## src/rtl/csm_mul8_sequencer_if.sv

```systemverilog
// Operand/product handshake and 4x4 array bus between a requester and csm_mul8_sequencer.
// The requester side also hosts the shared combinational 4x4 array (mul_a/mul_b -> mul_p).
interface csm_mul8_sequencer_if;
   logic        in_valid;
   logic        in_ready;
   logic [7:0]  in_a;
   logic [7:0]  in_b;
   logic        sgn;
   logic [3:0]  mul_a;
   logic [3:0]  mul_b;
   logic [7:0]  mul_p;
   logic        out_valid;
   logic        out_ready;
   logic [15:0] out_prod;
   logic        busy;

   modport master (
      output in_valid, in_a, in_b, sgn, mul_p, out_ready,
      input  in_ready, mul_a, mul_b, out_valid, out_prod, busy
   );

   modport slave (
      input  in_valid, in_a, in_b, sgn, mul_p, out_ready,
      output in_ready, mul_a, mul_b, out_valid, out_prod, busy
   );
endinterface

```

## src/rtl/csm_mul8_sequencer.sv

```systemverilog
// 8x8 multiply built from four nibble passes through one shared external 4x4 array,
// with magnitude/sign handling for two's complement operands.
module csm_mul8_sequencer #(
   parameter bit SIGNED_EN = 1'b1
) (
   input logic            clk,
   input logic            rst_n,
   csm_mul8_sequencer_if.slave bus
);

   localparam int unsigned OP_W   = 8;
   localparam int unsigned NIB_W  = 4;
   localparam int unsigned PROD_W = 16;
   localparam int unsigned STEP_W = 2;

   typedef enum logic [1:0] {
      IDLE = 2'd0,
      CALC = 2'd1,
      DONE = 2'd2
   } state_t;

   state_t              state_q, state_d;
   logic [STEP_W-1:0]   step_q, step_d;
   logic [PROD_W-1:0]   acc_q, acc_d;
   logic [OP_W-1:0]     a_q, a_d;
   logic [OP_W-1:0]     b_q, b_d;
   logic                neg_q, neg_d;
   logic [NIB_W-1:0]    mul_a_q, mul_a_d;
   logic [NIB_W-1:0]    mul_b_q, mul_b_d;
   logic [PROD_W-1:0]   out_prod_q, out_prod_d;
   logic                out_valid_q, out_valid_d;
   logic                in_ready_q, in_ready_d;
   logic                busy_q, busy_d;

   logic                signed_op_c;
   logic [OP_W-1:0]     a_abs_c, b_abs_c;
   logic [PROD_W-1:0]   pp_c, acc_sum_c;

   // Operand magnitudes; |-128| fits as unsigned 128.
   always_comb begin
      signed_op_c = SIGNED_EN && bus.sgn;
      a_abs_c     = (signed_op_c && bus.in_a[OP_W-1]) ? OP_W'(-bus.in_a) : bus.in_a;
      b_abs_c     = (signed_op_c && bus.in_b[OP_W-1]) ? OP_W'(-bus.in_b) : bus.in_b;
   end

   // Partial product weighted by the nibble positions of the current step.
   always_comb begin
      pp_c = PROD_W'(bus.mul_p);
      case (step_q)
         2'd0:    pp_c = PROD_W'(bus.mul_p);
         2'd1,
         2'd2:    pp_c = PROD_W'(bus.mul_p) << NIB_W;
         default: pp_c = PROD_W'(bus.mul_p) << (2 * NIB_W);
      endcase
      acc_sum_c = acc_q + pp_c;
   end

   always_comb begin
      state_d     = state_q;
      step_d      = step_q;
      acc_d       = acc_q;
      a_d         = a_q;
      b_d         = b_q;
      neg_d       = neg_q;
      mul_a_d     = mul_a_q;
      mul_b_d     = mul_b_q;
      out_prod_d  = out_prod_q;
      out_valid_d = out_valid_q;

      case (state_q)
         IDLE: begin
            mul_a_d = '0;
            mul_b_d = '0;
            if (bus.in_valid && in_ready_q) begin
               a_d     = a_abs_c;
               b_d     = b_abs_c;
               neg_d   = signed_op_c && (bus.in_a[OP_W-1] ^ bus.in_b[OP_W-1]);
               acc_d   = '0;
               step_d  = '0;
               mul_a_d = a_abs_c[NIB_W-1:0];
               mul_b_d = b_abs_c[NIB_W-1:0];
               state_d = CALC;
            end
         end

         CALC: begin
            acc_d  = acc_sum_c;
            step_d = step_q + 2'd1;
            // Present the nibble pair for the following step.
            case (step_q)
               2'd0: begin
                  mul_a_d = a_q[OP_W-1:NIB_W];
                  mul_b_d = b_q[NIB_W-1:0];
               end
               2'd1: begin
                  mul_a_d = a_q[NIB_W-1:0];
                  mul_b_d = b_q[OP_W-1:NIB_W];
               end
               2'd2: begin
                  mul_a_d = a_q[OP_W-1:NIB_W];
                  mul_b_d = b_q[OP_W-1:NIB_W];
               end
               default: begin
                  mul_a_d     = '0;
                  mul_b_d     = '0;
                  out_prod_d  = neg_q ? PROD_W'(-acc_sum_c) : acc_sum_c;
                  out_valid_d = 1'b1;
                  state_d     = DONE;
               end
            endcase
         end

         DONE: begin
            mul_a_d = '0;
            mul_b_d = '0;
            if (bus.out_ready) begin
               out_valid_d = 1'b0;
               state_d     = IDLE;
            end
         end

         default: begin
            state_d     = IDLE;
            out_valid_d = 1'b0;
            mul_a_d     = '0;
            mul_b_d     = '0;
         end
      endcase

      in_ready_d = (state_d == IDLE);
      busy_d     = (state_d != IDLE);
   end

   always_ff @(posedge clk or negedge rst_n) begin
      if (!rst_n) begin
         state_q     <= IDLE;
         step_q      <= '0;
         acc_q       <= '0;
         a_q         <= '0;
         b_q         <= '0;
         neg_q       <= 1'b0;
         mul_a_q     <= '0;
         mul_b_q     <= '0;
         out_prod_q  <= '0;
         out_valid_q <= 1'b0;
         in_ready_q  <= 1'b1;
         busy_q      <= 1'b0;
      end else begin
         state_q     <= state_d;
         step_q      <= step_d;
         acc_q       <= acc_d;
         a_q         <= a_d;
         b_q         <= b_d;
         neg_q       <= neg_d;
         mul_a_q     <= mul_a_d;
         mul_b_q     <= mul_b_d;
         out_prod_q  <= out_prod_d;
         out_valid_q <= out_valid_d;
         in_ready_q  <= in_ready_d;
         busy_q      <= busy_d;
      end
   end

   assign bus.in_ready  = in_ready_q;
   assign bus.busy      = busy_q;
   assign bus.mul_a     = mul_a_q;
   assign bus.mul_b     = mul_b_q;
   assign bus.out_valid = out_valid_q;
   assign bus.out_prod  = out_prod_q;

endmodule
```

## src/flat_wrapper.sv

```systemverilog
// flat-port wrapper written by rule: the top's interface ports become plain ports
module csm_mul8_sequencer_flat 
#(
   parameter bit SIGNED_EN = 1'b1
)
  (clk, rst_n, bus_in_valid, bus_in_a, bus_in_b, bus_sgn, bus_mul_p, bus_out_ready, bus_in_ready, bus_mul_a, bus_mul_b, bus_out_valid, bus_out_prod, bus_busy);
  csm_mul8_sequencer_if bus_i ();
  input logic clk;
  input logic rst_n;
  input wire logic [$bits(bus_i.in_valid)-1:0] bus_in_valid;
  input wire logic [$bits(bus_i.in_a)-1:0] bus_in_a;
  input wire logic [$bits(bus_i.in_b)-1:0] bus_in_b;
  input wire logic [$bits(bus_i.sgn)-1:0] bus_sgn;
  input wire logic [$bits(bus_i.mul_p)-1:0] bus_mul_p;
  input wire logic [$bits(bus_i.out_ready)-1:0] bus_out_ready;
  output wire logic [$bits(bus_i.in_ready)-1:0] bus_in_ready;
  output wire logic [$bits(bus_i.mul_a)-1:0] bus_mul_a;
  output wire logic [$bits(bus_i.mul_b)-1:0] bus_mul_b;
  output wire logic [$bits(bus_i.out_valid)-1:0] bus_out_valid;
  output wire logic [$bits(bus_i.out_prod)-1:0] bus_out_prod;
  output wire logic [$bits(bus_i.busy)-1:0] bus_busy;
  assign bus_i.in_valid = bus_in_valid;
  assign bus_i.in_a = bus_in_a;
  assign bus_i.in_b = bus_in_b;
  assign bus_i.sgn = bus_sgn;
  assign bus_i.mul_p = bus_mul_p;
  assign bus_i.out_ready = bus_out_ready;
  assign bus_in_ready = bus_i.in_ready;
  assign bus_mul_a = bus_i.mul_a;
  assign bus_mul_b = bus_i.mul_b;
  assign bus_out_valid = bus_i.out_valid;
  assign bus_out_prod = bus_i.out_prod;
  assign bus_busy = bus_i.busy;
  csm_mul8_sequencer #(.SIGNED_EN(SIGNED_EN)) u_core (.clk(clk), .rst_n(rst_n), .bus(bus_i));
endmodule
```

## config.mk

```make
export PLATFORM = sky130hd
export DESIGN_NAME = csm_mul8_sequencer_flat
export DESIGN_NICKNAME = d
export VERILOG_FILES = /design/src/rtl/csm_mul8_sequencer_if.sv /design/src/rtl/csm_mul8_sequencer.sv /design/src/flat_wrapper.sv
export SDC_FILE = /design/constraint.sdc
export NUM_CORES = 1
export LEC_CHECK = 0
export ABC_CLOCK_PERIOD_IN_PS = 4100
export CAP_MARGIN = 20
export CELL_PAD_IN_SITES_DETAIL_PLACEMENT = 0
export CELL_PAD_IN_SITES_GLOBAL_PLACEMENT = 2
export CORE_ASPECT_RATIO = 0.75
export CORE_MARGIN = 2
export CORE_UTILIZATION = 34
export CTS_CLUSTER_SIZE = 40
export DETAILED_ROUTE_END_ITERATION = 10
export GPL_TIMING_DRIVEN = 0
export PLACE_DENSITY = 0.82
export SKIP_CTS_REPAIR_TIMING = 1
export SYNTH_ARGS = -nofsm -noshare
export SYNTH_HDL_FRONTEND = slang
export SYNTH_SLANG_ARGS = --single-unit
```

## constraint.sdc

```tcl
create_clock -name clk -period 4.1 [get_ports clk]
set_input_delay 0.82 -clock clk [delete_from_list [all_inputs] [get_ports clk]]
set_output_delay 0.82 -clock clk [all_outputs]
set_load 0.01 [all_outputs]
```

After elaboration in Yosys (flattened, before gate mapping)
Cells that the tools add are included.
{"block": "word_totals", "ff_bits": 64, "inputBits": 29, "output_inout_bits": 27, "word_cells": 64}
{"block": "classes", "n_addsub": 5, "n_eq_ne": 7, "n_mux": 21, "bitwise_logic": 3, "n_reduce_logical": 16}
{"operator": "$pmux 16 s2", "count": 2}
{"operator": "$mux 16", "count": 2}
{"operator": "$pmux 4 s2", "count": 4}
{"operator": "$add 16x16->16", "count": 1}
{"operator": "$mux 8", "count": 2}
{"operator": "$neg 16->16", "count": 1}
{"operator": "$neg 8->8", "count": 2}
{"operator": "$mux 2", "count": 4}
{"operator": "$mux 4", "count": 2}
{"operator": "$logic_not 2->1", "count": 3}
{"operator": "$pmux 2 s3", "count": 1}
{"operator": "$reduce_and 2->1", "count": 3}
{"operator": "$eq 2x1->1 const B", "count": 2}
{"operator": "$eq 2x2->1 const B", "count": 2}
{"operator": "$logic_and 1x1->1", "count": 4}
{"operator": "$ne 2x2->1 const B", "count": 2}
{"operator": "$pmux 2 s2", "count": 1}
{"operator": "$reduce_bool 2->1", "count": 2}
{"operator": "$reduce_or 2->1", "count": 2}
{"operator": "$pmux 1 s3", "count": 1}
{"operator": "$reduce_and 3->1", "count": 1}
{"operator": "$reduce_or 3->1", "count": 1}
{"operator": "$add 2x1->2 const B", "count": 1}
{"operator": "$mux 1", "count": 2}
{"operator": "other kinds (3)", "count": 4}

Longest topological paths before layout
Gate-level depths: netlist of the first run.
{"block": "logic_depth", "ltp_word": 6, "ltp_mapped": 15, "mapped_depth_nobuf": 14}

Worst setup path after synthesis of the first run
No wires, ideal clock.
{"block": "synth_path", "path_kind": "register to register", "from": "register u_core.step_q[0]", "to": "register u_core.out_prod_q[14], in the netlist u_core.bus.out_prod[14]", "setup_ns": 0.120, "arrival_time_ns": 3.363, "setup_slack_ns": 0.617, "stages_incl_launch_ff": 15, "period_less_slack_ns": 3.483, "path_cell_list": "dfrtp_1 > inv_1 > ha_1 > clkbuf_1 > nor2b_1 > a22o_1 > ha_1 > clkbuf_1 > a21o_1 > a31oi_1 > or3b_1 > o221ai_1 > xor2_1 > or3_1 > and3_1"}
{"block": "synth_between", "elab_chain_cells": 6, "word_cells_on_any_way": 11}
{"item": "start, declared", "line_no": "csm_mul8_sequencer.sv:23", "rtl": "logic [STEP_W-1:0] step_q, step_d;"}
{"item": "start signal, assigned", "line_no": "csm_mul8_sequencer.sv:150", "rtl": "step_q <= step_d;"}
{"item": "$eq 2x1->1 or $eq 2x2->1 (tied branches)", "line_no": "csm_mul8_sequencer.sv:49, csm_mul8_sequencer.sv:90"}
{"item": "$reduce_or 2->1 (no source line)"}
{"item": "$pmux 16 s2", "line_no": "csm_mul8_sequencer.sv:49", "rtl": "case (step_q)"}
{"item": "$add 16x16->16", "line_no": "csm_mul8_sequencer.sv:55", "rtl": "acc_sum_c = acc_q + pp_c;"}
{"item": "$neg 16->16", "line_no": "csm_mul8_sequencer.sv:106", "rtl": "out_prod_d = neg_q ? PROD_W'(-acc_sum_c) : acc_sum_c;"}
{"item": "$mux 16", "line_no": "csm_mul8_sequencer.sv:106"}
{"item": "end signal, assigned", "line_no": "csm_mul8_sequencer.sv:157", "rtl": "out_prod_q <= out_prod_d;"}
{"item": "end, declared", "line_no": "csm_mul8_sequencer.sv:30", "rtl": "logic [PROD_W-1:0] out_prod_q, out_prod_d;"}
Parallel ways exist; a longest one is shown, timed or not.
A chain may end at the register's enable or synchronous reset.

Worst setup path after layout of the first run
{"block": "layout_path", "from": "input bus_mul_p[0]", "to": "register u_core.out_prod_q[12], in the netlist u_core.bus.out_prod[12]"}
{"block": "layout_between", "elab_chain_cells": 4}
{"item": "start, declared", "line_no": "flat_wrapper.sv:14", "rtl": "input wire logic [$bits(bus_i.mul_p)-1:0] bus_mul_p;"}
{"item": "$pmux 16 s2 *", "line_no": "csm_mul8_sequencer.sv:49"}
{"item": "$add 16x16->16 *", "line_no": "csm_mul8_sequencer.sv:55"}
{"item": "$neg 16->16", "line_no": "csm_mul8_sequencer.sv:106"}
{"item": "$mux 16 *", "line_no": "csm_mul8_sequencer.sv:106"}
Mark *: on every way between the ends. The rest lies on a longest branch, timed or not.

==> run summary, run 1 <==
The count of input and output buffers is 55. The number of synthesized flops with an enable pin came out at 0. The congestion estimate from routability-driven global placement came to 0.8751. Leaving out fill and tap cells, the most frequent cells in the layout are sky130_fd_sc_hd__nand2_1 (79), sky130_fd_sc_hd__dfrtp_1 (63), sky130_fd_sc_hd__clkdlybuf4s50_1 (54), sky130_fd_sc_hd__o21ai_0 (50), sky130_fd_sc_hd__nor2_1 (31). The synthesized netlist devotes 7.115% of its cell area to adder and majority cells. The CTS H-tree depth came out at 3. The power per unit of standard cell area is 933.5 nW/um^2. The clock tree root driver cell is sky130_fd_sc_hd__clkbuf_16. In this run the cell area measured after placement is 4901 um^2.

Setup violations remaining at the end of the flow were counted as 0. The data required time at the worst endpoint is 4.30 ns. Entering global routing, the biggest net connects 65 pins. The number of sinks driven by the clock tree came out at 64. The post-synth net total came out at 533. The post-placement worst setup slack is -0.3414 ns. The routed length per instance came out at 16.93 um. The total wirelength of the detailed-routed design came out at 12.04 mm.

The flow ran to the end, and the final reports show no timing, DRC or antenna violations. The slowest stage of the critical path is the sky130_fd_sc_hd__clkdlybuf4s50_1 cell. The total leakage power came out at 2.321 nW.

The commonest register cell after synthesis is sky130_fd_sc_hd__dfrtp_1. The sequential share of the synthesized area is 38.62%. The post-synthesis share of cell area spent on and, or, nand and nor gates is 22.76%. The max capacitance violation total came out at 0. The count of pins on the block boundary came out at 56.

After layout, the design draws a total of 4.910 mW. The summed negative setup slack over all endpoints is 0 ns. The die is 99.68 um tall. The clock-pin slew on the worst setup and hold paths came out at 0.05 ns. The maximum clock frequency came out at 257.3 MHz. The synthesized design contains 64 register bits. The clock buffer count from CTS came out at 9. The DRC violations left came out at 0. For the pin with the worst max-slew slack, the measured transition is 0.8188 ns.

The worst setup path is of the primary input to flip-flop kind. The area of the placeable core came out at 11740 um^2. The global-route total usage across every layer is 18.90%.

The count of buffering cells on the critical path with inverters included came out at 2. The synthesized netlist devotes 20.53% of its cell area to compound gates. Measured along the x axis, the die boundary spans 131.6 um. The first global-routing pass estimated 19.21 mm of wire. The first detailed-routing pass ran for 5 iterations. The proportion of synthesized flip-flops having asynchronous set or reset is 100.0%.

The worst hold path belongs to the class flip-flop to flip-flop. The routed layout has 3731 vias. The final hold violation count is 0. The area occupied by registers came out at 1603 um^2. The number of slew-limit violations in the final report was 0. The die covers 13120 um^2. The worst path in the final design needs a cycle of 3.886 ns, including I/O delays and setup.

The filler-free cell count of the finished design is 711. For this run, the slowest stage of the critical path takes 0.52 ns. Summing all non-filler instances in the final layout gives an area of 5260 um^2. The deepest clock path buffer count is 2. The cell area that synthesis handed to floorplanning was 4150 um^2. The maximum ir drop on the vdd rail came out at 578.7 uV. The fraction of the cycle the final worst path needs came out at 94.79%. The count of unique library cells instantiated by Yosys came out at 64. The critical path data arrival time came out at 4.09 ns.

In the post-route analysis, the smallest setup slack over all paths is 0.2135 ns. After synthesis, the largest family of logic cells by area is simple AND/OR/NAND/NOR gates. The worst slew slack as a fraction of its limit came out at 45.42%.

The average via count per standard cell is 5.248. TritonCTS built the clock tree. The number of antenna violations at the first check in global routing came to 0.

The clock skew came out at 0.006796 ns. The detail route stage leaves a number of antenna-violating nets equal to 0. After the first detailed-routing iteration, the DRC count stood at 230. The most common library cell in the layout ignoring fill and taps is sky130_fd_sc_hd__nand2_1. The post-placement cell count came out at 698. The latest clock arrival within the worst-skew pair came out at 0.34 ns. Summing all multi-input logic gate instances after layout gives 2451 um^2.

Multiplexer cells account for 0.4824% of the synthesized area. The row count is 34. The aggregate global routing overflow came out at 0. The via count of the first global-routing pass is 3543.

The yosys synthesis warning count came out at 0. Summing the areas of all xor and xnor instances in the mapped netlist gives 6.964% of the synthesized area. The sum of net half-perimeters after detailed placement came out at 9.395 mm. The number of antenna diodes in the final layout is 0. Traced cell by cell, the critical path runs through clkdlybuf4s50_1 -> and2_1 -> ha_1 -> inv_1 -> fa_1 -> nor2b_1 -> o2111a_1 -> nor4_2 -> nor3b_2 -> o22ai_1 -> o41a_1 -> xnor2_1 -> o21ai_0. Grouping stages by cell kind, the critical path spends the most delay in compound AO/OA/AOI/OAI gates. The post-synthesis cell count came out at 481. For this configuration, the core starts out at a cell density of 35.35%. The highest net fanout along the worst path came out at 4.

The net total in the final layout is 596. In this run the mean area of a mapped cell was 8.628 um^2. The number of fill cells in the layout is 1183. The area growth from synthesis to final layout is 26.74%. The critical path endpoint category is a flip-flop. The type of origin of the critical path is a primary input.

The share of cells above drive strength 1 is 8.015%.
==> stage by stage <==
stage / util, % / hold slack (ns)
6_report: 44.80 / 0.4768
5_1_grt: 44.80 / 0.4990
4_1_cts: 44.47 / 0.4802
3_5_place_dp: 41.74 / 0.4665
3_3_place_gp: 41.76 / 0.4603
2_1_floorplan: - / 0.4465
==> cells in the mapped netlist (3+ instances only) <==
library cell               count  share of area (%)
sky130_fd_sc_hd__a21o_1        6                1.1
sky130_fd_sc_hd__and2_1       10                1.5
sky130_fd_sc_hd__ha_1         22                6.6
sky130_fd_sc_hd__xor2_1       14                3.0
sky130_fd_sc_hd__o22ai_1       7                1.1
sky130_fd_sc_hd__nor3_1        9                1.1
sky130_fd_sc_hd__nor2_1       31                2.8
sky130_fd_sc_hd__nand3_1      30                3.6
sky130_fd_sc_hd__inv_1        14                1.3
sky130_fd_sc_hd__o211ai_1      3               0.54
sky130_fd_sc_hd__nor2b_1       3               0.45
sky130_fd_sc_hd__or2_2         3               0.45
sky130_fd_sc_hd__xnor2_1      19                4.0
sky130_fd_sc_hd__clkbuf_1     23                2.1
sky130_fd_sc_hd__o31ai_1       6                1.1
sky130_fd_sc_hd__a31oi_1       3               0.45
sky130_fd_sc_hd__a22o_1        4               0.84
sky130_fd_sc_hd__nand4_1       3               0.45
sky130_fd_sc_hd__nand2_1      79                7.1
sky130_fd_sc_hd__a21oi_1      13                1.6
sky130_fd_sc_hd__nor4_1        3               0.45
sky130_fd_sc_hd__o21ai_0      50                6.0
sky130_fd_sc_hd__o221ai_1      3               0.63
sky130_fd_sc_hd__a22oi_1      13                2.4
sky130_fd_sc_hd__dfrtp_1      63                 38
sky130_fd_sc_hd__nand2b_1      3               0.45
==> cell families after synthesis <==
kind of cell             after synthesis
buffers and inverters                 39
flip-flops                            64
XOR/XNOR                              33
multiplexers                           2
AND/OR/NAND/NOR                      194
adder cells (fa/ha/maj)               23
AO/OA/AOI/OAI                        126
==> state kept, by name, summed over array words and instances, names as in the netlist <==
| name | cells |
|---|---|
| u_core.acc_q | 16 |
| u_core.bus.out_prod | 16 |
| u_core.bus.mul_a | 4 |
| u_core.b_q | 8 |
| u_core.neg_q | 1 |
| u_core.state_q | 2 |
| u_core.bus.out_valid | 1 |
| u_core.step_q | 2 |
| u_core.a_q | 8 |
| u_core.bus.mul_b | 4 |
| u_core.bus.in_ready | 1 |
| u_core.bus.busy | 1 |
==> where the power goes <==
group	switching [mW]	internal [mW]
Clock	0.291	0.532
Combinational	1.84	1.16
Sequential	0.162	0.919
Total	2.30	2.61
==> final timing paths <==
kind	startpoint	slack [ns]	end	cells after the start
worst min register to register	u_core.bus.out_prod[10]$_DFFE_PN0P_	0.48	u_core.bus.out_prod[10]$_DFFE_PN0P_	2
worst max register to register	u_core.step_q[0]$_DFFE_PN0P_	0.28	u_core.bus.out_prod[14]$_DFFE_PN0P_	13
worst max-delay path	bus_mul_p[0]	0.21	u_core.bus.out_prod[12]$_DFFE_PN0P_	13
max in group asynchronous	rst_n	2.98	u_core.step_q[1]$_DFFE_PN0P_	1
worst min-delay path	u_core.bus.out_prod[10]$_DFFE_PN0P_	0.48	u_core.bus.out_prod[10]$_DFFE_PN0P_	2
min in group asynchronous	rst_n	0.58	u_core.acc_q[1]$_DFFE_PN0P_	1
==> worst register-to-register path, cell delays in order (launching register included) <==
cell	delay (ns)
sky130_fd_sc_hd__dfrtp_1	0.41
sky130_fd_sc_hd__inv_1	0.09
sky130_fd_sc_hd__ha_2	0.48
sky130_fd_sc_hd__nor2b_2	0.26
sky130_fd_sc_hd__a22o_1	0.16
sky130_fd_sc_hd__ha_1	0.22
sky130_fd_sc_hd__clkbuf_1	0.21
sky130_fd_sc_hd__a21o_1	0.25
sky130_fd_sc_hd__a31oi_1	0.27
sky130_fd_sc_hd__or3b_1	0.40
sky130_fd_sc_hd__o221ai_2	0.23
sky130_fd_sc_hd__xor2_1	0.20
sky130_fd_sc_hd__or3_1	0.37
sky130_fd_sc_hd__and3_1	0.16
==> area by class of cell <==
class                           count  share of cell area, %
Multi-Input combinational cell    378                  46.60
Clock inverter                      7                  1.808
Clock buffer                        9                  4.282
Tap cell                          162                  3.853
Timing Repair Buffer               55                  10.42
Buffer                             22                  1.570
Inverter                           14                 0.9990
Sequential cell                    64                  30.47
==> layer usage <==
metal  track usage, %  share of wire (%)  vias to the layer above
li1                 -                  -                     1847
met1            29.07                 52                     1787
met2            26.42                 41                       89
met3            4.740                6.2                        8
met4            3.930               0.75                        0
met5                0                  0                        -
Note: power is estimated with default switching activity, not from simulation.
==> inputs of run 2 (changes only) <==
--- a/config.mk
+++ b/config.mk
@@ -14,7 +14,7 @@
 export CORE_UTILIZATION = 34
 export CTS_CLUSTER_SIZE = 40
 export DETAILED_ROUTE_END_ITERATION = 10
-export GPL_TIMING_DRIVEN = 0
+export GPL_TIMING_DRIVEN = 1
 export PLACE_DENSITY = 0.82
 export SKIP_CTS_REPAIR_TIMING = 1
 export SYNTH_ARGS = -nofsm -noshare
==> run 2 against run 1 <==
  * Non-clock buffer count up 8
  * Count of clock-buffer cells in the layout unchanged
  * First-iteration DRC count up 23%
  * Via count down 0.24%
  * Die area unchanged
  * Clock skew up 0.00074 ns
  * Hold slack worse by 0.17 ns
  * Clock power down 8.9%
  * Cell count up 1.1%
  * Critical endpoint unchanged
  * Largest power group unchanged
==> run summary, run 2 (synthesis gave the netlist of run 1 again) <==
The post-placement cell count is 702. The aggregate global routing overflow is 0. The length of the first detailed-routing pass in iterations is 4. In the layout the commonest cells are sky130_fd_sc_hd__nand2_1 (79), sky130_fd_sc_hd__dfrtp_1 (63), sky130_fd_sc_hd__clkdlybuf4s50_1 (54), sky130_fd_sc_hd__o21ai_0 (50), sky130_fd_sc_hd__nor2_1 (31). The number of sinks driven by the clock tree is 64. The cell depth of the worst flop-to-flop path came out at 12. The transition time at the pin with the least slew margin is 1.029 ns.

For the worst-skew pair, the clock arrives at the later sink with an insertion delay of 0.33 ns. Dividing total power by cell area gives a power density of 938.5 nW/um^2. The region available for standard cell placement spans 11740 um^2. In this run the horizontal extent of the chip is 131.6 um. The type of origin of the critical path is a primary input. Setup repair after global routing left no endpoint under its margin. The flow ran to the end, and the final reports show no timing, DRC or antenna violations.

The worst register-to-register path ends at u_core.bus.out_prod[12]$_DFFE_PN0P_. The area growth from synthesis to final layout is 28.79%. STA classifies the critical path endpoint as a flip-flop.

The multi-input combinational cells in the finished layout cover a total of 2406 um^2. The clock period minus worst slack came out at 3.821 ns. Along the worst path, the maximum fanout reaches 6. In this run the tool buffered the top-level ports with 55 buffer cells. Measured against its own limit, the worst slew margin works out to 31.37%. The analysis attributes to cell leakage a power of 2.414 nW. The CTS H-tree depth is 3. The global-route wire length before repair came out at 18.81 mm. The congestion estimate from routability-driven global placement came to 0.8437. The repair_antennas step left the layout with diodes totalling 0. TritonCTS built the clock tree.

After clock tree synthesis, the clock-pin slew on the worst setup and hold paths is 0.06 ns. The clock skew came out at 0.007540 ns. The startpoint identified for the worst register-to-register timing path is u_core.step_q[0]$_DFFE_PN0P_. The kind of critical path is primary input to flip-flop. The row count came out at 34. In this run the vertical extent of the chip is 99.68 um. The area occupied by registers is 1603 um^2. The via count of the first global-routing pass is 3425.

The summed negative setup slack over all endpoints came out at 0 ns. The count of vias placed by the detailed router is 3722. Setup slack on the worst reg-to-reg path comes out at 0.34 ns. The post-placement worst setup slack is 0.02035 ns.

The final hold violation count is 0. The number of slew-limit violations in the final report came out at 0. The clock buffer count from CTS is 9. For the worst setup path, the data arrival time is 4.02 ns. The utilization of the core after routing is 45.52%. The library cell used most frequently in the layout, excluding fill and tap cells, is sky130_fd_sc_hd__nand2_1. The worst path setup slack after routing came out at 0.2793 ns. After detailed routing, the number of vias per cell comes to 5.177. In the final design database the tool counted 604 nets.

The count of pins on the block boundary came out at 56. The filler-free cell count of the finished design came out at 719. The initial DRC count is 284. For this configuration, the core starts out at a cell density of 35.35%. Of the cells placed in the final design, the portion with a size suffix greater than 1 is 11.67%. The routed length per instance is 15.94 um. After legalization and detailed placement, the total HPWL measured 9.028 mm. The post-layout total power is 5.016 mW. Across the VDD grid, the largest voltage drop is 301.3 uV.

The deepest clock path buffer count came out at 2. In this run the clock root is driven by a sky130_fd_sc_hd__clkbuf_16. The area enclosed by the die boundary is 13120 um^2. The DRC violations left came out at 0.

The global-route total usage across every layer is 18.25%. Across the run, the number of max-cap violations was 0. The total wirelength of the detailed-routed design came out at 11.46 mm. The number of antenna violations at the first check in global routing is 0. The data required time at the worst endpoint came out at 4.30 ns. The post-route antenna net violation count came out at 0.

The tightest min-delay check is of the primary input to asynchronous set/reset pin type. The maximum clock frequency is 261.7 MHz. The pin count of the biggest net entering global routing came out at 50. The number of setup violations in the final report is 0. The fraction of the cycle the final worst path needs is 93.19%. The number of fill cells in the layout came out at 1154.
==> run 2: cell types whose count changed in the layout (fill, tap and decap cells not counted), sizes merged <==
cell	delta
clkbuf	-20
buf	+28
clkinv	+1
inv	-1
clkinvlp	+1
bufinv	-1
==> run 2: cell type report <==
cell class                 count  area share [%]
multi-input combinational    378           45.01
tap                          162           3.792
sequential                    64           29.99
timing repair buffer          85           14.65
clock buffer                   9           4.213
clock inverter                 7           1.358
inverter                      14          0.9831
==> run 2: through the flow <==
step / hold slack (ns) / area [um^2]
floorplan: 0.4465 / 4150
finish: 0.3072 / 5345
global route: 0.2923 / 5345
CTS: 0.4795 / 5325
detailed placement: 0.4650 / 5027
global placement: 0.4606 / 5027
==> run 2: routing by layer <==
metal  vias to the layer above  share of wire, %  global-route usage [%]
li1                       1863                 -                       -
met1                      1778                53                   28.47
met2                        79                42                   25.25
met3                         2               4.9                   4.791
met4                         0              0.15                   3.010
met5                         -                 0                       0
==> run 2: power breakdown <==
group / leakage, nW / switching [mW] / internal [mW]
Sequential: 0.809 / 0.174 / 0.918
Clock: 0.141 / 0.280 / 0.469
Combinational: 1.46 / 1.82 / 1.36
==> run 2: worst max-delay path: stages <==
cell	delay [ns]
sky130_fd_sc_hd__clkdlybuf4s50_1	0.49
sky130_fd_sc_hd__a22oi_1	0.21
sky130_fd_sc_hd__nor2_1	0.06
sky130_fd_sc_hd__ha_1	0.40
sky130_fd_sc_hd__a21o_1	0.16
sky130_fd_sc_hd__a31o_1	0.16
sky130_fd_sc_hd__o2111ai_1	0.15
sky130_fd_sc_hd__buf_4	0.18
sky130_fd_sc_hd__a21boi_0	0.43
sky130_fd_sc_hd__o22ai_1	0.28
sky130_fd_sc_hd__o41a_1	0.43
sky130_fd_sc_hd__xnor2_1	0.15
sky130_fd_sc_hd__o21ai_0	0.09
==> run 2: worst max path at each step <==
stage | start | to | slack [ns]
global placement | bus_mul_p[0] | u_core.bus.out_prod[12]$_DFFE_PN0P_ | 0.04
global route | bus_mul_p[0] | u_core.bus.out_prod[12]$_DFFE_PN0P_ | 0.08
detailed placement | bus_mul_p[0] | u_core.bus.out_prod[12]$_DFFE_PN0P_ | 0.02
floorplan | u_core.step_q[0]$_DFFE_PN0P_ | u_core.bus.out_prod[14]$_DFFE_PN0P_ | 0.62
finish | bus_mul_p[0] | u_core.bus.out_prod[12]$_DFFE_PN0P_ | 0.28
CTS | bus_mul_p[0] | u_core.bus.out_prod[12]$_DFFE_PN0P_ | 0.37
